**src/rtl/fp_pkg.sv**
```systemverilog
// Shared types and constants for the FP add/sub normalise/round back end.
// norm_t is the register between the normalise and round/pack stages.
package fp_pkg;

    localparam int EXP_W   = 8;
    localparam int MAN_W   = 23;
    localparam int BIAS    = 127;
    localparam int EXP_MAX = 255;
    localparam int SIG_W   = 27;
    // Two extra bits so exp_in+1 and exp_in-LZC never wrap
    localparam int EXPS_W  = EXP_W + 2;

    typedef struct packed {
        logic             sign;
        logic [EXP_W-1:0] exp;
        logic [MAN_W-1:0] frac;
    } fp32_t;

    typedef struct packed {
        logic [SIG_W-1:0]  sig;
        logic              sticky;
        logic [EXPS_W-1:0] exp;
        logic              sign;
        logic              zero;
    } norm_t;

    function automatic fp32_t fp_inf(input logic sign);
        fp32_t f;
        f.sign = sign;
        f.exp  = '1;
        f.frac = '0;
        return f;
    endfunction

    function automatic fp32_t fp_zero(input logic sign);
        fp32_t f;
        f.sign = sign;
        f.exp  = '0;
        f.frac = '0;
        return f;
    endfunction

endpackage

```
**src/rtl/fp_lzc.sv**
```systemverilog
// Combinational leading-zero counter; an all-zero input returns WIDTH.
module fp_lzc #(
    parameter int WIDTH = 27,
    parameter int CNT_W = $clog2(WIDTH) + 1
) (
    input  logic [WIDTH-1:0] i_data,
    output logic [CNT_W-1:0] o_cnt
);

    // Ascending scan: the last hit is the most significant set bit
    always_comb begin
        o_cnt = CNT_W'(WIDTH);
        for (int i = 0; i < WIDTH; i++) begin
            if (i_data[i]) begin
                o_cnt = CNT_W'(WIDTH - 1 - i);
            end
        end
    end

endmodule

```
**src/rtl/fp_norm_round.sv**
```systemverilog
// Normalise (carry right-shift or LZC left-shift), round-to-nearest-even and
// pack IEEE-754 single; two-stage valid/ready pipeline.
module fp_norm_round #(
    parameter int WIDTH = 27,
    parameter int EXP_W = 8
) (
    input  logic             clk,
    input  logic             rst_n,
    input  logic             i_in_valid,
    output logic             o_in_ready,
    input  logic [WIDTH-1:0] i_res,
    input  logic             i_carry,
    input  logic             i_eop,
    input  logic             i_sign_sub,
    input  logic             i_sign_in,
    input  logic [EXP_W-1:0] i_exp_in,
    output logic             o_out_valid,
    input  logic             i_out_ready,
    output logic [31:0]      o_result,
    output logic             o_ovf,
    output logic             o_unf
);
    import fp_pkg::*;

    localparam int LZ_W = $clog2(WIDTH) + 1;
    localparam logic signed [EXPS_W-1:0] EXP_MAX_S = EXPS_W'(EXP_MAX);
    localparam logic signed [EXPS_W-1:0] EXP_ONE_S = EXPS_W'(1);

    logic                     r_s1_v;
    norm_t                    r_s1;
    logic                     r_s2_v;
    fp32_t                    r_result;
    logic                     r_ovf;
    logic                     r_unf;

    logic                     w_s1_en;
    logic                     w_s2_en;
    logic                     w_carry_norm;
    logic [LZ_W-1:0]          w_lz;
    logic signed [EXPS_W-1:0] w_exp_in_s;
    logic signed [EXPS_W-1:0] w_lz_s;
    norm_t                    w_norm;

    logic                     w_g;
    logic                     w_r;
    logic                     w_s;
    logic                     w_l;
    logic                     w_round_up;
    logic                     w_rnd_co;
    logic [MAN_W:0]           w_frac24;
    logic signed [EXPS_W-1:0] w_exp;
    logic signed [EXPS_W-1:0] w_exp_r;
    fp32_t                    w_res;
    logic                     w_ovf;
    logic                     w_unf;

    assign w_s2_en     = !r_s2_v || i_out_ready;
    assign w_s1_en     = !r_s1_v || w_s2_en;
    assign o_in_ready  = w_s1_en;
    assign o_out_valid = r_s2_v;
    assign o_result    = r_result;
    assign o_ovf       = r_ovf;
    assign o_unf       = r_unf;

    // ---------------- stage 1: normalise ----------------
    assign w_carry_norm = i_carry && !i_eop;
    assign w_exp_in_s   = EXPS_W'(i_exp_in);
    assign w_lz_s       = EXPS_W'(w_lz);

    fp_lzc #(
        .WIDTH (WIDTH),
        .CNT_W (LZ_W)
    ) u_lzc (
        .i_data (i_res),
        .o_cnt  (w_lz)
    );

    always_comb begin
        w_norm      = '0;
        w_norm.sign = i_sign_in ^ (i_eop & i_sign_sub);
        if (w_carry_norm) begin
            w_norm.sig    = {1'b1, i_res[WIDTH-1:1]};
            w_norm.sticky = i_res[0];
            w_norm.exp    = w_exp_in_s + EXP_ONE_S;
        end else begin
            w_norm.sig  = i_res << w_lz;
            w_norm.exp  = w_exp_in_s - w_lz_s;
            w_norm.zero = (i_res == '0);
        end
    end

    // ---------------- stage 2: round and pack ----------------
    assign w_exp      = r_s1.exp;
    assign w_l        = r_s1.sig[3];
    assign w_g        = r_s1.sig[2];
    assign w_r        = r_s1.sig[1];
    assign w_s        = r_s1.sig[0] | r_s1.sticky;
    assign w_round_up = w_g & (w_r | w_s | w_l);

    // On carry-out frac24 wraps to zero, which is exactly the required fraction
    assign {w_rnd_co, w_frac24} = {1'b0, r_s1.sig[WIDTH-1:3]} + {{(MAN_W+1){1'b0}}, w_round_up};
    assign w_exp_r = w_rnd_co ? (w_exp + EXP_ONE_S) : w_exp;

    always_comb begin
        w_res = '0;
        w_ovf = 1'b0;
        w_unf = 1'b0;
        if (r_s1.zero) begin
            w_res = '0;
        end else if (w_exp[EXPS_W-1] || (w_exp == '0)) begin
            w_res = fp_zero(r_s1.sign);
            w_unf = 1'b1;
        end else if (w_exp_r >= EXP_MAX_S) begin
            w_res = fp_inf(r_s1.sign);
            w_ovf = 1'b1;
        end else begin
            w_res.sign = r_s1.sign;
            w_res.exp  = w_exp_r[EXP_W-1:0];
            w_res.frac = w_frac24[MAN_W-1:0];
        end
    end

    always_ff @(posedge clk or negedge rst_n) begin
        if (!rst_n) begin
            r_s1_v   <= 1'b0;
            r_s1     <= '0;
            r_s2_v   <= 1'b0;
            r_result <= '0;
            r_ovf    <= 1'b0;
            r_unf    <= 1'b0;
        end else begin
            if (w_s1_en) begin
                r_s1_v <= i_in_valid;
                if (i_in_valid) begin
                    r_s1 <= w_norm;
                end
            end
            if (w_s2_en) begin
                r_s2_v <= r_s1_v;
                if (r_s1_v) begin
                    r_result <= w_res;
                    r_ovf    <= w_ovf;
                    r_unf    <= w_unf;
                end
            end
        end
    end

endmodule

```
**config.mk**
```make
export PLATFORM = sky130hd
export DESIGN_NAME = fp_norm_round
export DESIGN_NICKNAME = d
export VERILOG_FILES = /design/src/rtl/fp_pkg.sv /design/src/rtl/fp_lzc.sv /design/src/rtl/fp_norm_round.sv
export SDC_FILE = /design/constraint.sdc
export NUM_CORES = 1
export LEC_CHECK = 0
export CAP_MARGIN = 15
export CORE_ASPECT_RATIO = 1.1
export CORE_MARGIN = 2
export CORE_UTILIZATION = 30
export DETAILED_ROUTE_END_ITERATION = 6
export SLEW_MARGIN = 20
export SYNTH_ARGS = -nofsm -noshare
export SYNTH_HDL_FRONTEND = slang
export SYNTH_SLANG_ARGS = --single-unit
export TNS_END_PERCENT = 1
```
**constraint.sdc**
```tcl
create_clock -name clk -period 2.9 [get_ports clk]
set_input_delay 0.58 -clock clk [delete_from_list [all_inputs] [get_ports clk]]
set_output_delay 0.58 -clock clk [all_outputs]
set_load 0.01 [all_outputs]
```
# Yosys cells after proc, flatten, opt, wreduce, memory -nomap -nowiden
# Index checks and enable logic that the tools add are counted.
# op_classes
n_addsub	4
order_cmp	1
shift	1
mux	40
bitwise	6
reduce_logical	11
# op_table
operator	count
2-to-1 mux 5 bit	16
2-to-1 mux 31 bit	2
2-to-1 mux 32 bit	1
2-to-1 mux 4 bit	8
logical NOT 27 bit	1
2-to-1 mux 27 bit	1
<< shifter 27 x 6 -> 27 bit	1
adder 24 x 1 -> 25 bit	1
2-to-1 mux 10 bit	2
adder 10 x 2 -> 10 bit, second input constant	1
>= comparator 10 x 9 -> 1 bit, second input constant	1
logical NOT 10 bit	1
adder 8 x 1 -> 9 bit, second input constant	1
subtractor 8 x 6 -> 9 bit	1
2-to-1 mux 1 bit	8
2-to-1 mux 2 bit	2
AND reduction 2 bit	2
logical NOT 1 bit	3
logical OR 1 bit	3
bitwise OR 1 bit	3
bitwise AND 1 bit	2
logical AND 1 bit	1
XOR 1 bit	1
# totals
ff_bits	76
output_inout_bits	36
word_cells	75

# Depth between registers and ports, before layout
# Gate-level depths: netlist of run 1.
# logic_depth
depth_word	29
ltp_mapped	16
mapped_depth_nobuf	14

# Modules after synthesis
# Synthesis of run 1 repeated with hierarchy kept, for this count alone.
# hier_totals
hier_cells	643
hier_area_um2	5849.4
# modules_own_cells
mod	instances	cells_each	area_per_inst_um2	seq_area_each_um2
fp_norm_round	1	590	5560.3	1901.8
fp_lzc	1	53	289.0	0.0

# Least setup slack after synthesis of run 1
# No wires, ideal clock.
# synth_timing
kind	input-to-reg
startpoint	input i_res[3]
endpoint	register r_s1 (netlist bit w_exp[7])
setup_ns	0.134
arrival_time_ns	3.452
required_time_ns	2.766
setup_slack_ns	-0.686
cell_stages	15
path_buffers	3
cell_sequence	clkbuf_1 -> o31a_1 -> o211ai_1 -> nand2_1 -> inv_1 -> buf_1 -> clkbuf_1 -> ha_1 -> a21o_1 -> a21o_1 -> a21oi_1 -> o21ai_0 -> o32ai_1 -> xnor2_1 -> o21ai_0
# synth_via
elab_chain_cells	26
# synth_lines
item	line_no	source
from (decl)	fp_norm_round.sv:11	input logic [WIDTH-1:0] i_res,
2-to-1 mux 4 bit (8 in series)	fp_lzc.sv:14	if (i_data[i]) begin
2-to-1 mux 5 bit (16 in series)	fp_lzc.sv:14	
subtractor 8 x 6 -> 9 bit	fp_norm_round.sv:87	w_norm.exp = w_exp_in_s - w_lz_s;
2-to-1 mux 10 bit	fp_norm_round.sv:81	if (w_carry_norm) begin
to (signal assigned)	fp_norm_round.sv:135	r_s1 <= w_norm;
to (decl)	fp_norm_round.sv:30	norm_t r_s1;
# No other way between the ends.
# A chain may end at the register's enable or synchronous reset.

# Worst setup path after layout of run 1
# layout_timing
startpoint	register r_s1[15] in the netlist's numbering
endpoint	register r_result (netlist bit o_result[13])
# layout_via
elab_chain_cells	7
# layout_lines
item	line_no	source
bitwise AND 1 bit (*)	fp_norm_round.sv:98	assign w_round_up = w_g & (w_r | w_s | w_l);
adder 24 x 1 -> 25 bit (*)	fp_norm_round.sv:101	assign {w_rnd_co, w_frac24} = {1'b0, r_s1.sig[WIDTH-1:3]} + {{(MAN_W+1){1'b0}}, w_round_up};
2-to-1 mux 10 bit	fp_norm_round.sv:102	assign w_exp_r = w_rnd_co ? (w_exp + EXP_ONE_S) : w_exp;
>= comparator 10 x 9 -> 1 bit	fp_norm_round.sv:113	end else if (w_exp_r >= EXP_MAX_S) begin
2-to-1 mux 31 bit (*)	fp_norm_round.sv:113	
2-to-1 mux 31 bit (*)	fp_norm_round.sv:110	end else if (w_exp[EXPS_W-1] || (w_exp == '0)) begin
2-to-1 mux 32 bit (*)	fp_norm_round.sv:108	if (r_s1.zero) begin
to (signal assigned)	fp_norm_round.sv:141	r_result <= w_res;
to (decl)	fp_norm_round.sv:32	fp32_t r_result;
# Mark *: on every way between the ends. The rest lies on a longest branch, timed or not.

==> flow_summary.html, run 1 <==
<table>
<tr><th>Metric</th><th>Value</th></tr>
<tr><th colspan="2">Status</th></tr>
<tr><td>Result of the run</td><td>finished, violations left</td></tr>
<tr><td>Violated checks</td><td>setup timing</td></tr>
<tr><th colspan="2">Logic synthesis</th></tr>
<tr><td>Register bit total from synthesis</td><td>76</td></tr>
<tr><td>Synth warnings</td><td>0</td></tr>
<tr><td>Dominant cell type by area after synthesis</td><td>sky130_fd_sc_hd__dfrtp_1</td></tr>
<tr><td>Average instance area after synthesis</td><td>8.17 sq um</td></tr>
<tr><td>Syn_nets</td><td>752</td></tr>
<tr><td>Dominant cells by area after synthesis</td><td>sky130_fd_sc_hd__dfrtp_1, sky130_fd_sc_hd__nand2_1, sky130_fd_sc_hd__nor2_1, sky130_fd_sc_hd__mux2i_1, sky130_fd_sc_hd__xnor2_1</td></tr>
<tr><td>Synthesized netlist cell count</td><td>between 600 and 700</td></tr>
<tr><td>Asr flop ratio synth</td><td>100%</td></tr>
<tr><td>Count of flip-flops with a built-in enable after synthesis</td><td>0</td></tr>
<tr><td>Synthesized cell area</td><td>5710 sq um</td></tr>
<tr><td>Area fraction of the dominant cell type after synthesis</td><td>roughly a third</td></tr>
<tr><td>Seq/Total Area, Yosys</td><td>33.3%</td></tr>
<tr><td>Distinct cell type count after synthesis</td><td>76</td></tr>
<tr><td>Most common flop cell mapped by yosys</td><td>sky130_fd_sc_hd__dfrtp_1</td></tr>
<tr><th colspan="2">STA</th></tr>
<tr><td>Number of slew-limit violations in the final report</td><td>0</td></tr>
<tr><td>Tightest hold margin</td><td>0.203 ns</td></tr>
<tr><td>Final hold violation count</td><td>0</td></tr>
<tr><td>Count of final setup violators</td><td>20</td></tr>
<tr><td>Worst slew margin</td><td>56.0%</td></tr>
<tr><td>Time the final worst path needs with I/O delays and setup</td><td>~2.9 ns</td></tr>
<tr><td>RSZ-0062 raised after global routing</td><td>yes</td></tr>
<tr><td>Fin Setup TNS</td><td>-0.422 ns</td></tr>
<tr><td>Min setup slack post-route</td><td>-0.0488 ns</td></tr>
<tr><td>Setup Skew</td><td>0.00549 ns</td></tr>
<tr><td>Fmax</td><td>0.339 GHz</td></tr>
<tr><td>Part of the cycle the worst path needs</td><td>102%</td></tr>
<tr><td>Slew at the pin closest to its max-slew limit</td><td>between 0.6 and 0.7 ns</td></tr>
<tr><th colspan="2">Power</th></tr>
<tr><td>Net switching power</td><td>0.00136 W</td></tr>
<tr><td>Static power due to leakage</td><td>approximately 3.8 nW</td></tr>
<tr><td>Worst-case vdd ir drop</td><td>0.336 mV</td></tr>
<tr><td>Gate power share</td><td>about 40%</td></tr>
<tr><td>Switching part of the total power</td><td>33.5%</td></tr>
<tr><td>Power density over cell area</td><td>around 470 nW/um^2</td></tr>
<tr><td>Internal Dissipation</td><td>0.00270 W</td></tr>
<tr><td>Clk network pwr share</td><td>23.8%</td></tr>
<tr><td>Sequential share of power</td><td>35.9%</td></tr>
<tr><th colspan="2">Setup path</th></tr>
<tr><td>Slowest library cell on the worst path</td><td>sky130_fd_sc_hd__or4_4</td></tr>
<tr><td>Endpoint kind of the worst setup timing path</td><td>flop</td></tr>
<tr><td>Worst setup path category</td><td>flop to flop</td></tr>
<tr><td>Endpoint required time on the critical path</td><td>approximately 3.1 ns</td></tr>
<tr><td>CP Data Arrival Time</td><td>3.17 ns</td></tr>
<tr><td>Flop-to-flop setup slack</td><td>-0.05 ns</td></tr>
<tr><td>Maximum net fanout on the critical path</td><td>7</td></tr>
<tr><td>CP Launch Type</td><td>flop</td></tr>
<tr><td>Max stage delay on crit path</td><td>0.51 ns</td></tr>
<tr><td>Worst path cell trace</td><td>and2_4, ha_4, and3_4, nand3_4, or4_4, nor3_4, buf_6, nand4_1, xor2_2, o31a_4, nand2_8, clkbuf_16, o21ai_2</td></tr>
<tr><th colspan="2">Clock tree</th></tr>
<tr><td>Root buffer cell</td><td>sky130_fd_sc_hd__clkbuf_16</td></tr>
<tr><td>CTS tree</td><td>done</td></tr>
<tr><td>Clock latency on the worst-skew pair</td><td>0.33 ns</td></tr>
<tr><td>Sink Count</td><td>76</td></tr>
<tr><td>Clock transition at the registers of the reported paths</td><td>0.06 ns</td></tr>
<tr><td>Clock buffers created by TritonCTS</td><td>9</td></tr>
<tr><td>CTS H-tree lvls</td><td>3</td></tr>
<tr><td>CTS Buffer Depth</td><td>2</td></tr>
<tr><td># hold bufs at CTS</td><td>0</td></tr>
<tr><th colspan="2">GRT</th></tr>
<tr><td>Wire length of the first global-routing pass</td><td>31300 microns</td></tr>
<tr><td>Total grt overflow</td><td>0</td></tr>
<tr><td>Grt met1 use</td><td>28.0%</td></tr>
<tr><td>Global-route met2 utilization</td><td>29.8%</td></tr>
<tr><td>Fraction of met3 tracks used by global routing</td><td>2.15%</td></tr>
<tr><td>Most Crowded Layer GR</td><td>met2</td></tr>
<tr><td>Number of global-route vias before repair</td><td>between 5000 and 6000</td></tr>
<tr><td>Largest net degree at the start of global routing</td><td>37</td></tr>
<tr><td>Initial antenna violation count</td><td>0</td></tr>
<tr><td>Global-route total usage across every layer</td><td>19.3%</td></tr>
<tr><th colspan="2">Detailed routing</th></tr>
<tr><td>Pre-Repair DR Iteration Count</td><td>6</td></tr>
<tr><td>Detailed router's first-iteration violation count</td><td>about 460</td></tr>
<tr><td>Number of vias after detailed routing</td><td>between 6000 and 7000</td></tr>
<tr><td>Vias per Instance</td><td>5.18</td></tr>
<tr><td>Detailed-route wire length</td><td>about 19000 microns</td></tr>
<tr><td>Antenna-violating nets left</td><td>0</td></tr>
<tr><td>Residual DRC count</td><td>0</td></tr>
<tr><td>Routed length per instance</td><td>between 15 and 20 microns</td></tr>
<tr><th colspan="2">Place</th></tr>
<tr><td>Cell area after placement</td><td>7990 sq um</td></tr>
<tr><td>Total instance count after detailed placement</td><td>roughly 1100</td></tr>
<tr><td>Detailed placement HPWL</td><td>15200 microns</td></tr>
<tr><td>Placer's final routability congestion estimate</td><td>0.981</td></tr>
<tr><td>Setup slack at placement</td><td>-0.886 ns</td></tr>
<tr><td>Port-buffer cells</td><td>78</td></tr>
<tr><th colspan="2">Cells and area</th></tr>
<tr><td>Final cell count without fillers</td><td>1171</td></tr>
<tr><td>Total number of nets in the final design</td><td>977</td></tr>
<tr><td>Fraction of final layout cells sized beyond drive strength 1</td><td>31.6%</td></tr>
<tr><td>N_diodes</td><td>0</td></tr>
<tr><td>Final non-filler cell area</td><td>8610 sq um</td></tr>
<tr><td>Most frequent cells in the layout</td><td>sky130_fd_sc_hd__buf_4, sky130_fd_sc_hd__nand2_1, sky130_fd_sc_hd__dfrtp_1</td></tr>
<tr><td>Most common library cell in the layout ignoring fill and taps</td><td>sky130_fd_sc_hd__buf_4</td></tr>
<tr><td>Area growth from synthesis to layout</td><td>50.7%</td></tr>
<tr><th colspan="2">Floorplanning</th></tr>
<tr><td>IO Pins</td><td>79</td></tr>
<tr><td>Die footprint</td><td>20200 sq um</td></tr>
<tr><td>Initial core utilization</td><td>between 30 and 40%</td></tr>
<tr><td>Std-Cell Rows</td><td>52</td></tr>
<tr><td>Floorplan core area</td><td>18500 sq um</td></tr>
<tr><td>Die Width</td><td>136 microns</td></tr>
<tr><td>Die height</td><td>between 100 and 150 microns</td></tr>
<tr><th colspan="2">Min path</th></tr>
<tr><td>Worst hold path class</td><td>input pin to asynchronous set/reset pin</td></tr>
<tr><th colspan="2">Job</th></tr>
<tr><td>Max-cap viol count</td><td>0</td></tr>
</table>
## through the flow
step	power [W]	util, %
after floorplan	0.00221	-
after global placement	0.00300	43.1
after detailed placement	0.00303	43.1
after CTS	0.00403	45.3
after global routing	0.00431	46.4
final	0.00405	46.4
## Yosys cell counts (3+ instances only)
cell type and instances:
sky130_fd_sc_hd__a211o_1 3, sky130_fd_sc_hd__a21o_1 6, sky130_fd_sc_hd__a21oi_1 36, sky130_fd_sc_hd__a221oi_1 15, sky130_fd_sc_hd__a22o_1 14, sky130_fd_sc_hd__a22oi_1 9
sky130_fd_sc_hd__a31oi_1 7, sky130_fd_sc_hd__a32oi_1 3, sky130_fd_sc_hd__and3_1 9, sky130_fd_sc_hd__buf_1 4, sky130_fd_sc_hd__clkbuf_1 33, sky130_fd_sc_hd__dfrtp_1 76
sky130_fd_sc_hd__ha_1 9, sky130_fd_sc_hd__inv_1 17, sky130_fd_sc_hd__mux2_2 6, sky130_fd_sc_hd__mux2i_1 25, sky130_fd_sc_hd__nand2_1 96, sky130_fd_sc_hd__nand2b_1 8
sky130_fd_sc_hd__nand3_1 26, sky130_fd_sc_hd__nand4_1 8, sky130_fd_sc_hd__nor2_1 74, sky130_fd_sc_hd__nor2b_1 7, sky130_fd_sc_hd__nor3_1 12, sky130_fd_sc_hd__nor4_1 10
sky130_fd_sc_hd__o211ai_1 7, sky130_fd_sc_hd__o21a_1 3, sky130_fd_sc_hd__o21ai_0 36, sky130_fd_sc_hd__o21ai_2 20, sky130_fd_sc_hd__o21bai_1 3, sky130_fd_sc_hd__o221ai_1 3
sky130_fd_sc_hd__o22ai_1 10, sky130_fd_sc_hd__o31ai_1 3, sky130_fd_sc_hd__or3_1 6, sky130_fd_sc_hd__xnor2_1 23, sky130_fd_sc_hd__xor2_1 16
## layer usage
layer,wire (microns),vias to the layer above
li1,-,3008
met1,8950,2818
met2,8520,203
met3,890,35
met4,508,0
met5,0,-
## power by group through the flow
stage	combinational, W	sequential (W)	clock, W
after floorplan	0.000724	0.00149	0
after global placement	0.00154	0.00146	0
after detailed placement	0.00156	0.00147	0
after CTS	0.00159	0.00145	0.000990
after global routing	0.00178	0.00149	0.00104
final	0.00163	0.00146	0.000966
## area by class of cell
type | instances | area [sq um]
Inverter | 20 | 78.8
Sequential cell | 76 | 1900
Fill cell | 1832 | 9930
Tap cell | 243 | 304
Timing Repair Buffer | 255 | 2160
Clock inverter | 3 | 15.0
Multi-Input combinational cell | 562 | 3910
Clock buffer | 12 | 236
## critical path, delay by kind of cell, from the launching register on
family                   cells  cell delay (ns)
adder cells (fa/ha/maj)      1             0.13
buffers and inverters        2             0.28
AND/OR/NAND/NOR              7             1.42
AO/OA/AOI/OAI                2             0.45
XOR/XNOR                     1             0.23
flip-flops                   1             0.35
## kinds of logic after synthesis
family	count (synthesis)	synth area share, %
buffers and inverters	61	4.32
AOI/OAI and AO/OA	205	25.6
muxes	32	5.81
xor gates and xnor gates	39	5.98
adders and majority gates	10	2.32
and+or+nand+nor	276	22.7
DFF	76	33.3
## flip-flops by register name, summed over array words and instances (netlist names)
name and count:
o_result 32, r_s1 30, w_exp 10, o_out_valid 1
o_ovf 1, o_unf 1, r_s1_v 1
## worst paths after layout
check | from | endpoint | cells after the start
min reg2reg | r_s1[12] | r_s1[12] | 2
max in group asynchronous | rst_n | o_result[8] | 2
min | rst_n | w_exp[7] | 1
max reg2reg | r_s1[15] | o_result[13] | 13
min in group clk | r_s1[12] | r_s1[12] | 2
max | r_s1[15] | o_result[13] | 13
## timing repair
item                       CTS  global route
pin swaps                   18            39
cloned                       0             1
resized for setup           52            55
setup buffers                4             4
hold endpoints to repair     0             0
setup endpoints to repair   65            63
Power figures use the tool's default switching activity.
==> run 2: changes to the inputs <==
--- a/config.mk
+++ b/config.mk
@@ -8,8 +8,9 @@
 export CAP_MARGIN = 15
 export CORE_ASPECT_RATIO = 1.1
 export CORE_MARGIN = 2
-export CORE_UTILIZATION = 30
+export CORE_UTILIZATION = 51
 export DETAILED_ROUTE_END_ITERATION = 6
+export PLACE_DENSITY = 0.78
 export SLEW_MARGIN = 20
 export SYNTH_ARGS = -nofsm -noshare
 export SYNTH_HDL_FRONTEND = slang
==> run 2 against run 1 <==
Sequential share of layout area about the same. Core utilization up 32 points. Hold slack better by 0.067 ns. Combinational power grew 5%. Sequential power barely moved. Clock-buffer cell count decreased by 2. Non-clock buffer count shrank 8. Critical path type unchanged. The flow still finishes with violations (setup timing). Clock skew grew 0.0021 ns.
==> flow_summary.html, run 2 (synthesized netlist as in run 1, its figures left out) <==
<table>
<tr><th>Metric</th><th>Value</th></tr>
<tr><th colspan="2">Floorplanning</th></tr>
<tr><td>Die height</td><td>115 microns (was 149 microns)</td></tr>
<tr><td>Std-Cell Rows</td><td>40 (was 52)</td></tr>
<tr><td>IO Pins</td><td>79 (unchanged)</td></tr>
<tr><td>Die Width</td><td>105 microns (was 136 microns)</td></tr>
<tr><td>Die footprint</td><td>12100 sq um (was 20200 sq um)</td></tr>
<tr><td>Initial core utilization</td><td>52.3% (was 30.8%)</td></tr>
<tr><td>Floorplan core area</td><td>10900 sq um (was 18500 sq um)</td></tr>
<tr><th colspan="2">Cells and area</th></tr>
<tr><td>Fraction of final layout cells sized beyond drive strength 1</td><td>32.8% (was 31.6%)</td></tr>
<tr><td>Area growth from synthesis to layout</td><td>50.5% (was 50.7%)</td></tr>
<tr><td>Multi-input gate area in the final layout</td><td>4000 sq um (was 3910 sq um)</td></tr>
<tr><td>N_diodes</td><td>0 (unchanged)</td></tr>
<tr><td>Max reg flops</td><td>32 (unchanged)</td></tr>
<tr><td>Final non-filler cell area</td><td>8600 sq um (was 8610 sq um)</td></tr>
<tr><td>Flip-flop and latch area</td><td>1900 sq um (unchanged)</td></tr>
<tr><td>Number of filler instances in the final layout</td><td>743 (was 1832)</td></tr>
<tr><td>Most common library cell in the layout ignoring fill and taps</td><td>sky130_fd_sc_hd__buf_4 (unchanged)</td></tr>
<tr><td>Total number of nets in the final design</td><td>969 (was 977)</td></tr>
<tr><td>Most frequent cells in the layout</td><td>sky130_fd_sc_hd__buf_4, sky130_fd_sc_hd__nand2_1, sky130_fd_sc_hd__dfrtp_1 (unchanged)</td></tr>
<tr><th colspan="2">Clock tree</th></tr>
<tr><td>Clock buffers created by TritonCTS</td><td>9 (unchanged)</td></tr>
<tr><td>Clock transition at the registers of the reported paths</td><td>0.06 ns (about the same)</td></tr>
<tr><td>CTS tree</td><td>done (unchanged)</td></tr>
<tr><td>Clock latency on the worst-skew pair</td><td>0.33 ns (about the same)</td></tr>
<tr><td>Sink Count</td><td>76 (unchanged)</td></tr>
<tr><td>CTS H-tree lvls</td><td>3 (unchanged)</td></tr>
<tr><td>Root buffer cell</td><td>sky130_fd_sc_hd__clkbuf_16 (unchanged)</td></tr>
<tr><td>CTS Buffer Depth</td><td>2 (unchanged)</td></tr>
<tr><th colspan="2">Detailed routing</th></tr>
<tr><td>Detailed router's first-iteration violation count</td><td>505 (was 464)</td></tr>
<tr><td>Top layer in use</td><td>met4 (unchanged)</td></tr>
<tr><td>Pre-Repair DR Iteration Count</td><td>5 (was 6)</td></tr>
<tr><td>Residual DRC count</td><td>0 (unchanged)</td></tr>
<tr><td>Metal2 WL</td><td>10300 microns (was 8520 microns)</td></tr>
<tr><td>Met3 wirelength from detailed routing</td><td>1290 microns (was 890 microns)</td></tr>
<tr><td>Met1 wire length</td><td>8650 microns (was 8950 microns)</td></tr>
<tr><td>Detailed-route wire length</td><td>21200 microns (was 18900 microns)</td></tr>
<tr><td>Routed length per instance</td><td>19.8 microns (was 16.1 microns)</td></tr>
<tr><td>Vias per Instance</td><td>5.96 (was 5.18)</td></tr>
<tr><td>Number of vias after detailed routing</td><td>6365 (was 6064)</td></tr>
<tr><td>Antenna-violating nets left</td><td>0 (unchanged)</td></tr>
<tr><th colspan="2">Status</th></tr>
<tr><td>Violated checks</td><td>setup timing (unchanged)</td></tr>
<tr><td>Result of the run</td><td>finished, violations left (unchanged)</td></tr>
<tr><th colspan="2">Place</th></tr>
<tr><td>Detailed placement HPWL</td><td>15100 microns (was 15200 microns)</td></tr>
<tr><td>Placer's final routability congestion estimate</td><td>0.955 (was 0.981)</td></tr>
<tr><td>Cell area after placement</td><td>7850 sq um (was 7990 sq um)</td></tr>
<tr><td>Port-buffer cells</td><td>78 (unchanged)</td></tr>
<tr><td>Setup slack at placement</td><td>-0.700 ns (was -0.886 ns)</td></tr>
<tr><th colspan="2">Setup path</th></tr>
<tr><td>Max stage delay on crit path</td><td>0.43 ns (was 0.51 ns)</td></tr>
<tr><td>Reg-to-Reg End</td><td>o_result[3] (was o_result[13])</td></tr>
<tr><td>Maximum net fanout on the critical path</td><td>6 (was 7)</td></tr>
<tr><td>Endpoint kind of the worst setup timing path</td><td>flop (unchanged)</td></tr>
<tr><td>Number of stages on the worst setup path</td><td>13 (unchanged)</td></tr>
<tr><td>CP Data Arrival Time</td><td>3.18 ns (was 3.17 ns)</td></tr>
<tr><td>Worst r2r src</td><td>r_s1[16] (was r_s1[15])</td></tr>
<tr><td>Worst setup path category</td><td>flop to flop (unchanged)</td></tr>
<tr><td>Reg2Reg Depth</td><td>13 (unchanged)</td></tr>
<tr><td>CP Launch Type</td><td>flop (unchanged)</td></tr>
<tr><td>Buf+Inv Stages, Crit Path</td><td>2 (unchanged)</td></tr>
<tr><td>Family with the most delay on the worst path</td><td>simple AND/OR/NAND/NOR gates (unchanged)</td></tr>
<tr><td>Slowest library cell on the worst path</td><td>sky130_fd_sc_hd__or4_4 (unchanged)</td></tr>
<tr><td>Endpoint required time on the critical path</td><td>3.11 ns (was 3.12 ns)</td></tr>
<tr><td>Worst path cell trace</td><td>and2_4, ha_4, and3_4, nand3_4, or4_4, nor3_2, buf_4, nand4_1, xor2_2, o31a_4, nand2_8, clkbuf_16, o21ai_2 (was and2_4, ha_4, and3_4, nand3_4, or4_4, nor3_4, buf_6, nand4_1, xor2_2, o31a_4, nand2_8, clkbuf_16, o21ai_2)</td></tr>
<tr><td>Flop-to-flop setup slack</td><td>-0.07 ns (was -0.05 ns)</td></tr>
<tr><th colspan="2">STA</th></tr>
<tr><td>Setup Skew</td><td>0.00760 ns (was 0.00549 ns)</td></tr>
<tr><td>Time the final worst path needs with I/O delays and setup</td><td>2.97 ns (was 2.95 ns)</td></tr>
<tr><td>Fin Setup TNS</td><td>-1.15 ns (was -0.422 ns)</td></tr>
<tr><td>Count of final setup violators</td><td>28 (was 20)</td></tr>
<tr><td>Min setup slack post-route</td><td>-0.0747 ns (was -0.0488 ns)</td></tr>
<tr><td>Worst slew margin</td><td>71.2% (was 56.0%)</td></tr>
<tr><td>RSZ-0062 raised after global routing</td><td>yes (unchanged)</td></tr>
<tr><td>Slew at the pin closest to its max-slew limit</td><td>0.422 ns (was 0.658 ns)</td></tr>
<tr><td>Fmax</td><td>0.336 GHz (was 0.339 GHz)</td></tr>
<tr><td>Part of the cycle the worst path needs</td><td>103% (was 102%)</td></tr>
<tr><td>Number of slew-limit violations in the final report</td><td>0 (unchanged)</td></tr>
<tr><td>Final hold violation count</td><td>0 (unchanged)</td></tr>
<tr><th colspan="2">Power</th></tr>
<tr><td>Static power due to leakage</td><td>3.74 nW (was 3.75 nW)</td></tr>
<tr><td>Power density over cell area</td><td>512 nW/um^2 (was 471 nW/um^2)</td></tr>
<tr><td>Worst-case vdd ir drop</td><td>0.386 mV (was 0.336 mV)</td></tr>
<tr><th colspan="2">Min path</th></tr>
<tr><td>Worst hold path class</td><td>input pin to asynchronous set/reset pin (unchanged)</td></tr>
<tr><th colspan="2">GRT</th></tr>
<tr><td>Wire length of the first global-routing pass</td><td>32300 microns (was 31300 microns)</td></tr>
<tr><td>Total grt overflow</td><td>0 (unchanged)</td></tr>
<tr><td>Initial antenna violation count</td><td>0 (unchanged)</td></tr>
<tr><td>Global-route total usage across every layer</td><td>34.0% (was 19.3%)</td></tr>
<tr><td>Largest net degree at the start of global routing</td><td>77 (was 37)</td></tr>
<tr><td>Number of global-route vias before repair</td><td>6234 (was 5871)</td></tr>
<tr><th colspan="2">Job</th></tr>
<tr><td>Max-cap viol count</td><td>0 (unchanged)</td></tr>
</table>
run 2: cell types whose count changed in the layout (fill, tap and decap cells not counted), moves of 4 or more:
cell / before / now
sky130_fd_sc_hd__buf_4: 168 / 158
sky130_fd_sc_hd__dlymetal6s2s_1: 8 / 4
sky130_fd_sc_hd__mux2i_1: 23 / 18
sky130_fd_sc_hd__dlygate4sd2_1: 10 / 16
sky130_fd_sc_hd__nand2_1: 95 / 91
sky130_fd_sc_hd__nand2_2: 1 / 5
run 2: area by class of cell:
type | instances | share of cell area [%]
tap | 147 | 2.14
multi-input combinational | 562 | 46.6
sequential | 76 | 22.1
inverter | 20 | 0.917
clock buffer | 10 | 2.78
timing repair buffer | 247 | 24.5
clock inverter | 6 | 1.00
run 2: through the flow:
stage	util, %	hold slack [ns]	total power, W	instances
after CTS	76.7	0.284	0.00427	1065
after detailed placement	72.0	0.458	0.00303	1044
after global placement	72.0	0.456	0.00297	1044
after floorplan	-	0.284	0.00221	699
final	78.8	0.270	0.00440	1068
after global routing	78.8	0.298	0.00461	1068
run 2: timing repair:
item | 4_1_cts | 5_1_grt
cloned | 0 | 1
setup endpoints to repair | 62 | 59
pin swaps | 20 | 54
hold buffers | 0 | 0
setup buffers | 6 | 2
hold endpoints to repair | 0 | 0
gates resized for setup | 70 | 50
run 2: power by group:
group	switching [W]	leakage [nW]	total, W	internal, W
combinational	0.000847	2.66	0.00171	0.000863
clock	0.000431	0.159	0.00121	0.000776
sequential	0.000207	0.920	0.00148	0.00127
total	0.00149	3.74	0.00440	0.00291
run 2: metal layers:
| layer | global-route usage (%) | up-vias |
|---|---|---|
| met5 | 0 | - |
| met4 | 15.0 | 0 |
| met3 | 4.37 | 63 |
| met2 | 56.6 | 283 |
| met1 | 44.7 | 3024 |
| li1 | - | 2995 |
run 2: how the worst max path moves through the flow:
stage / start / endpoint
after floorplan: i_res[25] / w_exp[6]
after global placement: i_res[17] / w_exp[6]
after detailed placement: i_res[17] / w_exp[8]
after CTS: i_res[11] / w_exp[9]
after global routing: r_s1[15] / o_result[3]
final: r_s1[16] / o_result[3]
